--- config.mk ---
export PLATFORM = sky130hd
export DESIGN_NAME = datamover_job_scheduler_flat
export DESIGN_NICKNAME = d
export VERILOG_FILES = /design/src/rtl/datamover_job_scheduler_pkg.sv /design/src/rtl/datamover_job_scheduler_if.sv /design/src/rtl/datamover_job_scheduler_fifo.sv /design/src/rtl/datamover_job_scheduler.sv /design/src/flat_wrapper.sv
export SDC_FILE = /design/constraint.sdc
export NUM_CORES = 2
export LEC_CHECK = 0
export CAP_MARGIN = 15
export CORE_AREA = 10 10 431 433
export CTS_BUF_LIST = sky130_fd_sc_hd__clkbuf_16
export DETAILED_ROUTE_END_ITERATION = 12
export DIE_AREA = 0 0 441 443
export GPL_TIMING_DRIVEN = 0
export HOLD_SLACK_MARGIN = 0.12
export PLACE_DENSITY = 0.76
export SETUP_SLACK_MARGIN = 0.1
export SLEW_MARGIN = 20
export SYNTH_ARGS = -nofsm -noshare
export SYNTH_HDL_FRONTEND = slang
export SYNTH_SLANG_ARGS = --single-unit
--- constraint.sdc ---
create_clock -name clk_i -period 3.2 [get_ports clk_i]
set_clock_uncertainty 0.2 [all_clocks]
set_input_delay 0.64 -clock clk_i [delete_from_list [all_inputs] [get_ports clk_i]]
set_output_delay 0.64 -clock clk_i [all_outputs]
set_load 0.005 [all_outputs]
--- src/rtl/datamover_job_scheduler_pkg.sv ---
// Shared types for the datamover job scheduler: job descriptor
// layout and scheduler FSM state encoding.
package datamover_job_scheduler_pkg;

  typedef struct packed {
    logic [31:0] src_addr;
    logic [31:0] dst_addr;
    logic [31:0] tot_len;
    logic [31:0] in_d0_len;
    logic [31:0] in_d0_stride;
    logic [31:0] in_d1_len;
    logic [31:0] in_d1_stride;
    logic [31:0] in_d2_stride;
    logic [31:0] out_d0_len;
    logic [31:0] out_d0_stride;
    logic [31:0] out_d1_len;
    logic [31:0] out_d1_stride;
    logic [31:0] out_d2_stride;
  } job_desc_t;

  localparam int unsigned JOB_W = $bits(job_desc_t);

  typedef enum logic [2:0] {
    ST_IDLE,
    ST_LOAD,
    ST_START,
    ST_WORK,
    ST_DONE,
    ST_ABORT
  } dm_sched_state_t;

endpackage

--- src/rtl/datamover_job_scheduler_if.sv ---
// Job submission handshake: valid/ready plus descriptor and tag.
// master drives valid/job/tag, slave (scheduler) drives ready.
interface datamover_job_scheduler_if
  import datamover_job_scheduler_pkg::*;
#(
  parameter int unsigned TAG_W = 8
) ();

  logic             valid;
  logic             ready;
  job_desc_t        job;
  logic [TAG_W-1:0] tag;

  modport master (
    output valid,
    output job,
    output tag,
    input  ready
  );

  modport slave (
    input  valid,
    input  job,
    input  tag,
    output ready
  );

endinterface

--- src/rtl/datamover_job_scheduler_fifo.sv ---
// Job queue: DEPTH x W entries, push/pop/flush, full/empty/level.
// Ports: clk_i, rst_ni, flush_i, push_i, pop_i, data_i, data_o, full_o, empty_o, level_o.
module datamover_job_fifo #(
  parameter int unsigned DEPTH = 4,
  parameter int unsigned W     = 8,
  localparam int unsigned AW   = $clog2(DEPTH),
  localparam int unsigned LW   = $clog2(DEPTH + 1)
) (
  input  logic          clk_i,
  input  logic          rst_ni,
  input  logic          flush_i,
  input  logic          push_i,
  input  logic          pop_i,
  input  logic [W-1:0]  data_i,
  output logic [W-1:0]  data_o,
  output logic          full_o,
  output logic          empty_o,
  output logic [LW-1:0] level_o
);

  logic [W-1:0]  mem_q [DEPTH];
  logic [AW-1:0] wr_q;
  logic [AW-1:0] rd_q;
  logic [LW-1:0] cnt_q;
  logic          do_push;
  logic          do_pop;

  assign full_o  = (cnt_q == LW'(DEPTH));
  assign empty_o = (cnt_q == '0);
  assign level_o = cnt_q;
  assign data_o  = mem_q[rd_q];

  // Flush wins over a same-cycle push.
  assign do_push = push_i & ~full_o & ~flush_i;
  assign do_pop  = pop_i & ~empty_o & ~flush_i;

  always_ff @(posedge clk_i or negedge rst_ni) begin
    if (!rst_ni) begin
      wr_q  <= '0;
      rd_q  <= '0;
      cnt_q <= '0;
    end else if (flush_i) begin
      wr_q  <= '0;
      rd_q  <= '0;
      cnt_q <= '0;
    end else begin
      if (do_push) wr_q <= wr_q + AW'(1);
      if (do_pop)  rd_q <= rd_q + AW'(1);
      cnt_q <= cnt_q + LW'(do_push) - LW'(do_pop);
    end
  end

  always_ff @(posedge clk_i or negedge rst_ni) begin
    if (!rst_ni) begin
      for (int i = 0; i < int'(DEPTH); i++) begin
        mem_q[i] <= '0;
      end
    end else if (do_push) begin
      mem_q[wr_q] <= data_i;
    end
  end

endmodule

--- src/rtl/datamover_job_scheduler.sv ---
// Queues job descriptors and runs them back-to-back on one streamer,
// with completion tags and a watchdog abort.
// Ports: clk_i/rst_ni/clear_i, job_if (valid/ready/job/tag), timeout_i,
// sink_done_i, tcdm_fifo_empty_i; pulses src/snk_start_o, done_o, err_o,
// abort_o; cur_job_o, done_tag_o, busy_o, level_o.
module datamover_job_scheduler
  import datamover_job_scheduler_pkg::*;
#(
  parameter int unsigned DEPTH = 4,
  parameter int unsigned TAG_W = 8,
  parameter int unsigned TMO_W = 32
) (
  input  logic                       clk_i,
  input  logic                       rst_ni,
  input  logic                       clear_i,
  datamover_job_scheduler_if.slave   job_if,
  input  logic [TMO_W-1:0]           timeout_i,
  input  logic                       sink_done_i,
  input  logic                       tcdm_fifo_empty_i,
  output logic                       src_start_o,
  output logic                       snk_start_o,
  output job_desc_t                  cur_job_o,
  output logic                       abort_o,
  output logic                       done_o,
  output logic [TAG_W-1:0]           done_tag_o,
  output logic                       err_o,
  output logic                       busy_o,
  output logic [$clog2(DEPTH+1)-1:0] level_o
);

  localparam int unsigned EW = JOB_W + TAG_W;

  dm_sched_state_t  state_q, state_d;
  logic [TMO_W-1:0] wd_q, wd_d;
  job_desc_t        cur_job_q;
  logic [TAG_W-1:0] tag_q;

  logic             fifo_full;
  logic             fifo_empty;
  logic [EW-1:0]    fifo_wdata;
  logic [EW-1:0]    fifo_rdata;
  job_desc_t        head_job;
  logic [TAG_W-1:0] head_tag;
  logic             push_fire;
  logic             pop;
  logic             load;
  logic             wd_hit;

  assign job_if.ready = ~fifo_full;
  assign push_fire    = job_if.valid & ~fifo_full;
  assign fifo_wdata   = {job_if.job, job_if.tag};
  assign head_job     = fifo_rdata[EW-1:TAG_W];
  assign head_tag     = fifo_rdata[TAG_W-1:0];

  datamover_job_fifo #(
    .DEPTH (DEPTH),
    .W     (EW)
  ) i_fifo (
    .clk_i   (clk_i),
    .rst_ni  (rst_ni),
    .flush_i (clear_i),
    .push_i  (job_if.valid),
    .pop_i   (pop),
    .data_i  (fifo_wdata),
    .data_o  (fifo_rdata),
    .full_o  (fifo_full),
    .empty_o (fifo_empty),
    .level_o (level_o)
  );

  assign wd_hit = (timeout_i != '0) &&
                  (wd_q == timeout_i - TMO_W'(1));

  always_comb begin
    state_d = state_q;
    wd_d    = wd_q;
    pop     = 1'b0;
    load    = 1'b0;
    if (clear_i) begin
      state_d = ST_IDLE;
      wd_d    = '0;
    end else begin
      unique case (state_q)
        ST_IDLE: begin
          // A push this cycle lands in the queue before LOAD pops it.
          if (!fifo_empty || push_fire) state_d = ST_LOAD;
        end
        ST_LOAD: begin
          pop  = 1'b1;
          load = 1'b1;
          if (head_job.tot_len == '0) state_d = ST_DONE;
          else                        state_d = ST_START;
        end
        ST_START: begin
          wd_d    = '0;
          state_d = ST_WORK;
        end
        ST_WORK: begin
          if (wd_q != '1) wd_d = wd_q + TMO_W'(1);
          if (sink_done_i && tcdm_fifo_empty_i) state_d = ST_DONE;
          else if (wd_hit)                      state_d = ST_ABORT;
        end
        ST_DONE: begin
          if (!fifo_empty) state_d = ST_LOAD;
          else             state_d = ST_IDLE;
        end
        ST_ABORT: begin
          state_d = ST_IDLE;
        end
        default: state_d = ST_IDLE;
      endcase
    end
  end

  always_ff @(posedge clk_i or negedge rst_ni) begin
    if (!rst_ni) begin
      state_q <= ST_IDLE;
      wd_q    <= '0;
    end else begin
      state_q <= state_d;
      wd_q    <= wd_d;
    end
  end

  always_ff @(posedge clk_i or negedge rst_ni) begin
    if (!rst_ni) begin
      cur_job_q <= '0;
      tag_q     <= '0;
    end else if (load) begin
      cur_job_q <= head_job;
      tag_q     <= head_tag;
    end
  end

  assign cur_job_o   = cur_job_q;
  assign src_start_o = (state_q == ST_START);
  assign snk_start_o = (state_q == ST_START);
  assign done_o      = (state_q == ST_DONE);
  assign err_o       = (state_q == ST_ABORT);
  assign abort_o     = (state_q == ST_ABORT);
  assign done_tag_o  = (done_o | err_o) ? tag_q : '0;
  assign busy_o      = (state_q != ST_IDLE) | ~fifo_empty;

endmodule

--- src/flat_wrapper.sv ---
// flat-port wrapper written by rule: the top's interface ports become plain ports
module datamover_job_scheduler_flat import datamover_job_scheduler_pkg::*;
#(
  parameter int unsigned DEPTH = 4,
  parameter int unsigned TAG_W = 8,
  parameter int unsigned TMO_W = 32
)
  (clk_i, rst_ni, clear_i, timeout_i, sink_done_i, tcdm_fifo_empty_i, src_start_o, snk_start_o, cur_job_o, abort_o, done_o, done_tag_o, err_o, busy_o, level_o, job_if_valid, job_if_job, job_if_tag, job_if_ready);
  datamover_job_scheduler_if #(.TAG_W(TAG_W)) job_if_i ();
  input  logic clk_i;
  input  logic rst_ni;
  input  logic clear_i;
  input  logic [TMO_W-1:0] timeout_i;
  input  logic sink_done_i;
  input  logic tcdm_fifo_empty_i;
  output logic src_start_o;
  output logic snk_start_o;
  output job_desc_t cur_job_o;
  output logic abort_o;
  output logic done_o;
  output logic [TAG_W-1:0] done_tag_o;
  output logic err_o;
  output logic busy_o;
  output logic [$clog2(DEPTH+1)-1:0] level_o;
  input wire logic [$bits(job_if_i.valid)-1:0] job_if_valid;
  input wire logic [$bits(job_if_i.job)-1:0] job_if_job;
  input wire logic [$bits(job_if_i.tag)-1:0] job_if_tag;
  output wire logic [$bits(job_if_i.ready)-1:0] job_if_ready;
  assign job_if_i.valid = job_if_valid;
  assign job_if_i.job = job_if_job;
  assign job_if_i.tag = job_if_tag;
  assign job_if_ready = job_if_i.ready;
  datamover_job_scheduler #(.DEPTH(DEPTH), .TAG_W(TAG_W), .TMO_W(TMO_W)) u_core (.clk_i(clk_i), .rst_ni(rst_ni), .clear_i(clear_i), .job_if(job_if_i), .timeout_i(timeout_i), .sink_done_i(sink_done_i), .tcdm_fifo_empty_i(tcdm_fifo_empty_i), .src_start_o(src_start_o), .snk_start_o(snk_start_o), .cur_job_o(cur_job_o), .abort_o(abort_o), .done_o(done_o), .done_tag_o(done_tag_o), .err_o(err_o), .busy_o(busy_o), .level_o(level_o));
endmodule
==> run metrics <==
share of layout cells above drive strength 1 a little under half; total iterations of the first detailed-routing run 5; clk slew on worst S/H paths 60 ps; PwrDens slightly above 900 mW/mm^2; IR drop worst, VDD 0.665 mV; Die Y ~440 um; final hold violations 254; P_int 73700 uW; switching pwr 28900 uW; die width 441 um; Worst-Margin Slew 1000 ps; root buffer cell clkbuf_16; largest net degree at the start of global routing 155; most used cell, CP nand2_1; DRT iter0 DRCs 3418; Rows between 150 and 200; Layout Nets 7093; asr flop ratio synth 100%; Final period util approximately 95%; total CTS buffers 219; CP top delay family simple AND/OR/NAND/NOR gates; Lkg Pwr 0.0487 uW; Cell variety after synth 65; number of synthesized flops with an enable pin 0; unrepaired setup endpoints after global routing yes; crit path kind flip-flop to flip-flop; Critical Path Start Type flip-flop; Die Area between 0.15 and 0.2 mm^2; Switching Fraction 28.2%; syn avg cell area 16.8 um^2; Overall Global Routing Usage 25.4%; top cell type's share of synthesized area 59.2%; yosys warns 0; final wirelength 252000 um; Synth Register Bits 2162; syn nets 5925; CTS tree built; routed len/inst roughly 27 um; sequential power share 45.2%; Mapped Area 0.0914 mm^2; first-pass GRT wire length 374000 um; CTS sink cnt 2162; final hold slack -316 ps; vias per inst 5.78; Clock Latency Late Sink approximately 850 ps; WP buf/inv 2; Vias 53300; Critical Path RT roughly 3700 ps; GRT Residual Overflow 0; maximum clock path buffer count 3; critical-path maximum fanout 10; Slew headroom 32.4%; HP Class input port to asynchronous set/reset pin; worst reg-to-reg path cell count 8; Post-DRT Antenna Nets 0; prevailing post-synth register cell dfrtp_1; outcome finished with violations; Comb pwr share 31.2%; P&R area growth vs syn 22.7%; register area share after synthesis between 50% and 60%; Post-DP Area 0.104 mm^2; H-tree depth 4; port bufs 893; Setup crit end kind flip-flop; maxcap violations 0; filler instances between 10000 and 15000; CP max stage delay approximately 470 ps; # DRC 0; crit-path cells nor2_1 -> nand2_1 -> nand2_1 -> nor2_4 -> nand2_4 -> clkbuf_4 -> clkbuf_2 -> mux2_2; top post-synthesis cells by area dfrtp_1 (59%), mux2_2 (26%), mux4_2 (10%); DP HPWL 180000 um; Initial Utilization around half; slowest CP cell dfrtp_2; critical path data arrival time 3590 ps; I/O pin cnt 896; Post-Syn Instances 5454; Worst path depth 8; core area 0.177 mm^2; Design Area, Final 0.112 mm^2; failing checks negative hold slack; Pins Over Slew Limit 0; Max Fclk 328 MHz; vias in the first global route 57200; Final Setup Violations 0; most common cell after layout, fill and taps aside dfrtp_1; minimum clock period about 3000 ps; commonest non-fill, non-tap cells in the layout dfrtp_1 (2160), mux2_2 (2122), clkdlybuf4s50_1 (866); cell taking the most area after synthesis dfrtp_1; initial antenna violation count 117; Placer Congestion 0.836; Clock Power Share 23.5%
==> layer usage <==
layer	routed length, um	global-route usage [%]
met5	346	0
met2	125000	40.7
met4	15300	16.1
met1	97900	31.3
met3	13600	5.53
==> power groups by stage <==
stage               Clock, uW  Sequential, uW  Combinational, uW
finish                  24100           46400              32000
global route            25700           47700              34200
global placement            0           46700              30500
floorplan                   0           44600              19300
detailed placement          0           46600              32000
CTS                     24600           46300              32400
==> sequential cells by signal (all words and copies together), names as in the netlist <==
register	count
u_core.cur_job_o	416
u_core.wd_q	32
u_core.i_fifo.wr_q	2
u_core.i_fifo.rd_q	2
u_core.state_q	3
u_core.i_fifo.level_o	3
u_core.tag_q	8
u_core.i_fifo.mem_q	1696
==> layout make-up <==
type	count	area [um^2]	share of cell area, %
Sequential cell	2162	54100	48.2
Timing Repair Buffer	947	10000	8.95
Antenna cell	71	178	0.158
Multi-Input combinational cell	2929	36200	32.3
Tap cell	2355	2950	2.63
Clock inverter	186	1200	1.07
Clock buffer	221	5530	4.93
Inverter	19	71.3	0.0636
Buffer	344	1900	1.70
==> logic make-up (layout without fill, tap and decap cells) <==
family / Yosys count / after routing / synth area share (%)
compound gates: 72 / 72 / 0.504
fa+ha+maj: 9 / 9 / 0.131
flops: 2162 / 2162 / 59.2
other cells: 0 / 71 / 0
xor+xnor: 61 / 61 / 0.584
mux: 2549 / 2549 / 36.6
simple gates: 237 / 238 / 1.46
buf+inv: 364 / 1717 / 1.53
==> worst reg2reg max path: stages, from the launching register on <==
cell      delay (ps)
dfrtp_2          470
nor2_1           120
nand2_1          180
nand2_1          260
nor2_4           110
nand2_4          330
clkbuf_4         440
clkbuf_2         420
mux2_2           400
==> synth_stat cells (all sizes together) (2+ instances only) <==
cell	number
dfrtp	2162
mux2	2123
mux4	424
clkbuf	290
buf	55
nor2	47
nand2	31
xor2	31
xnor2	30
nor4	24
o21ai	22
nand4	21
nand3	20
inv	19
nor3	19
and2	15
a21oi	12
or4	10
a31oi	9
and3	8
ha	8
nand2b	6
nor2b	6
or3	6
o31ai	5
nand3b	4
o22ai	4
or2	4
a22o	3
a311oi	3
and4	3
nor3b	3
nor4b	3
a211oi	2
mux2i	2
nand4b	2
o41ai	2
or2b	2
==> what timing repair did <==
| action | 4_1_cts | 5_1_grt |
|---|---|---|
| endpoints found under the setup margin | 2051 | 1326 |
| gates cloned | 4 | 3 |
| endpoints found under the hold margin | 440 | 195 |
| gates resized for setup | 455 | 140 |
| hold buffers | 8 | 7 |
| pin swaps | 3 | 10 |
| buffers inserted | 5 | 5 |
==> per-stage QoR <==
| stage | utilization, % | std cells | setup slack (ps) | TNS [ps] | power (uW) |
|---|---|---|---|---|---|
| after floorplan | - | 5454 | -29.8 | -29.8 | 63900 |
| after global placement | 58.3 | 8702 | -93810 | - | 77200 |
| after detailed placement | 58.7 | 8725 | -1290 | -2138830 | 78600 |
| after CTS | 62.9 | 9149 | -206 | -8280 | 103000 |
| after global routing | 63.3 | 9228 | 23.2 | 0 | 108000 |
| final | 63.3 | 9234 | 152 | 0 | 103000 |
==> worst paths after layout <==
check / start / to / slack, ps
max: u_core.i_fifo.level_o[1] / u_core.i_fifo.mem_q[137] / 150
min: rst_ni / u_core.i_fifo.mem_q[663] / -320
max reg2reg: u_core.i_fifo.level_o[1] / u_core.i_fifo.mem_q[137] / 150
min reg2reg: u_core.i_fifo.mem_q[93] / u_core.i_fifo.mem_q[93] / 300
max in group asynchronous: rst_ni / u_core.i_fifo.mem_q[907] / 670
min in group clk_i: job_if_job[304] / u_core.i_fifo.mem_q[1584] / 270
No activity file was read; power rests on OpenSTA's default activity.
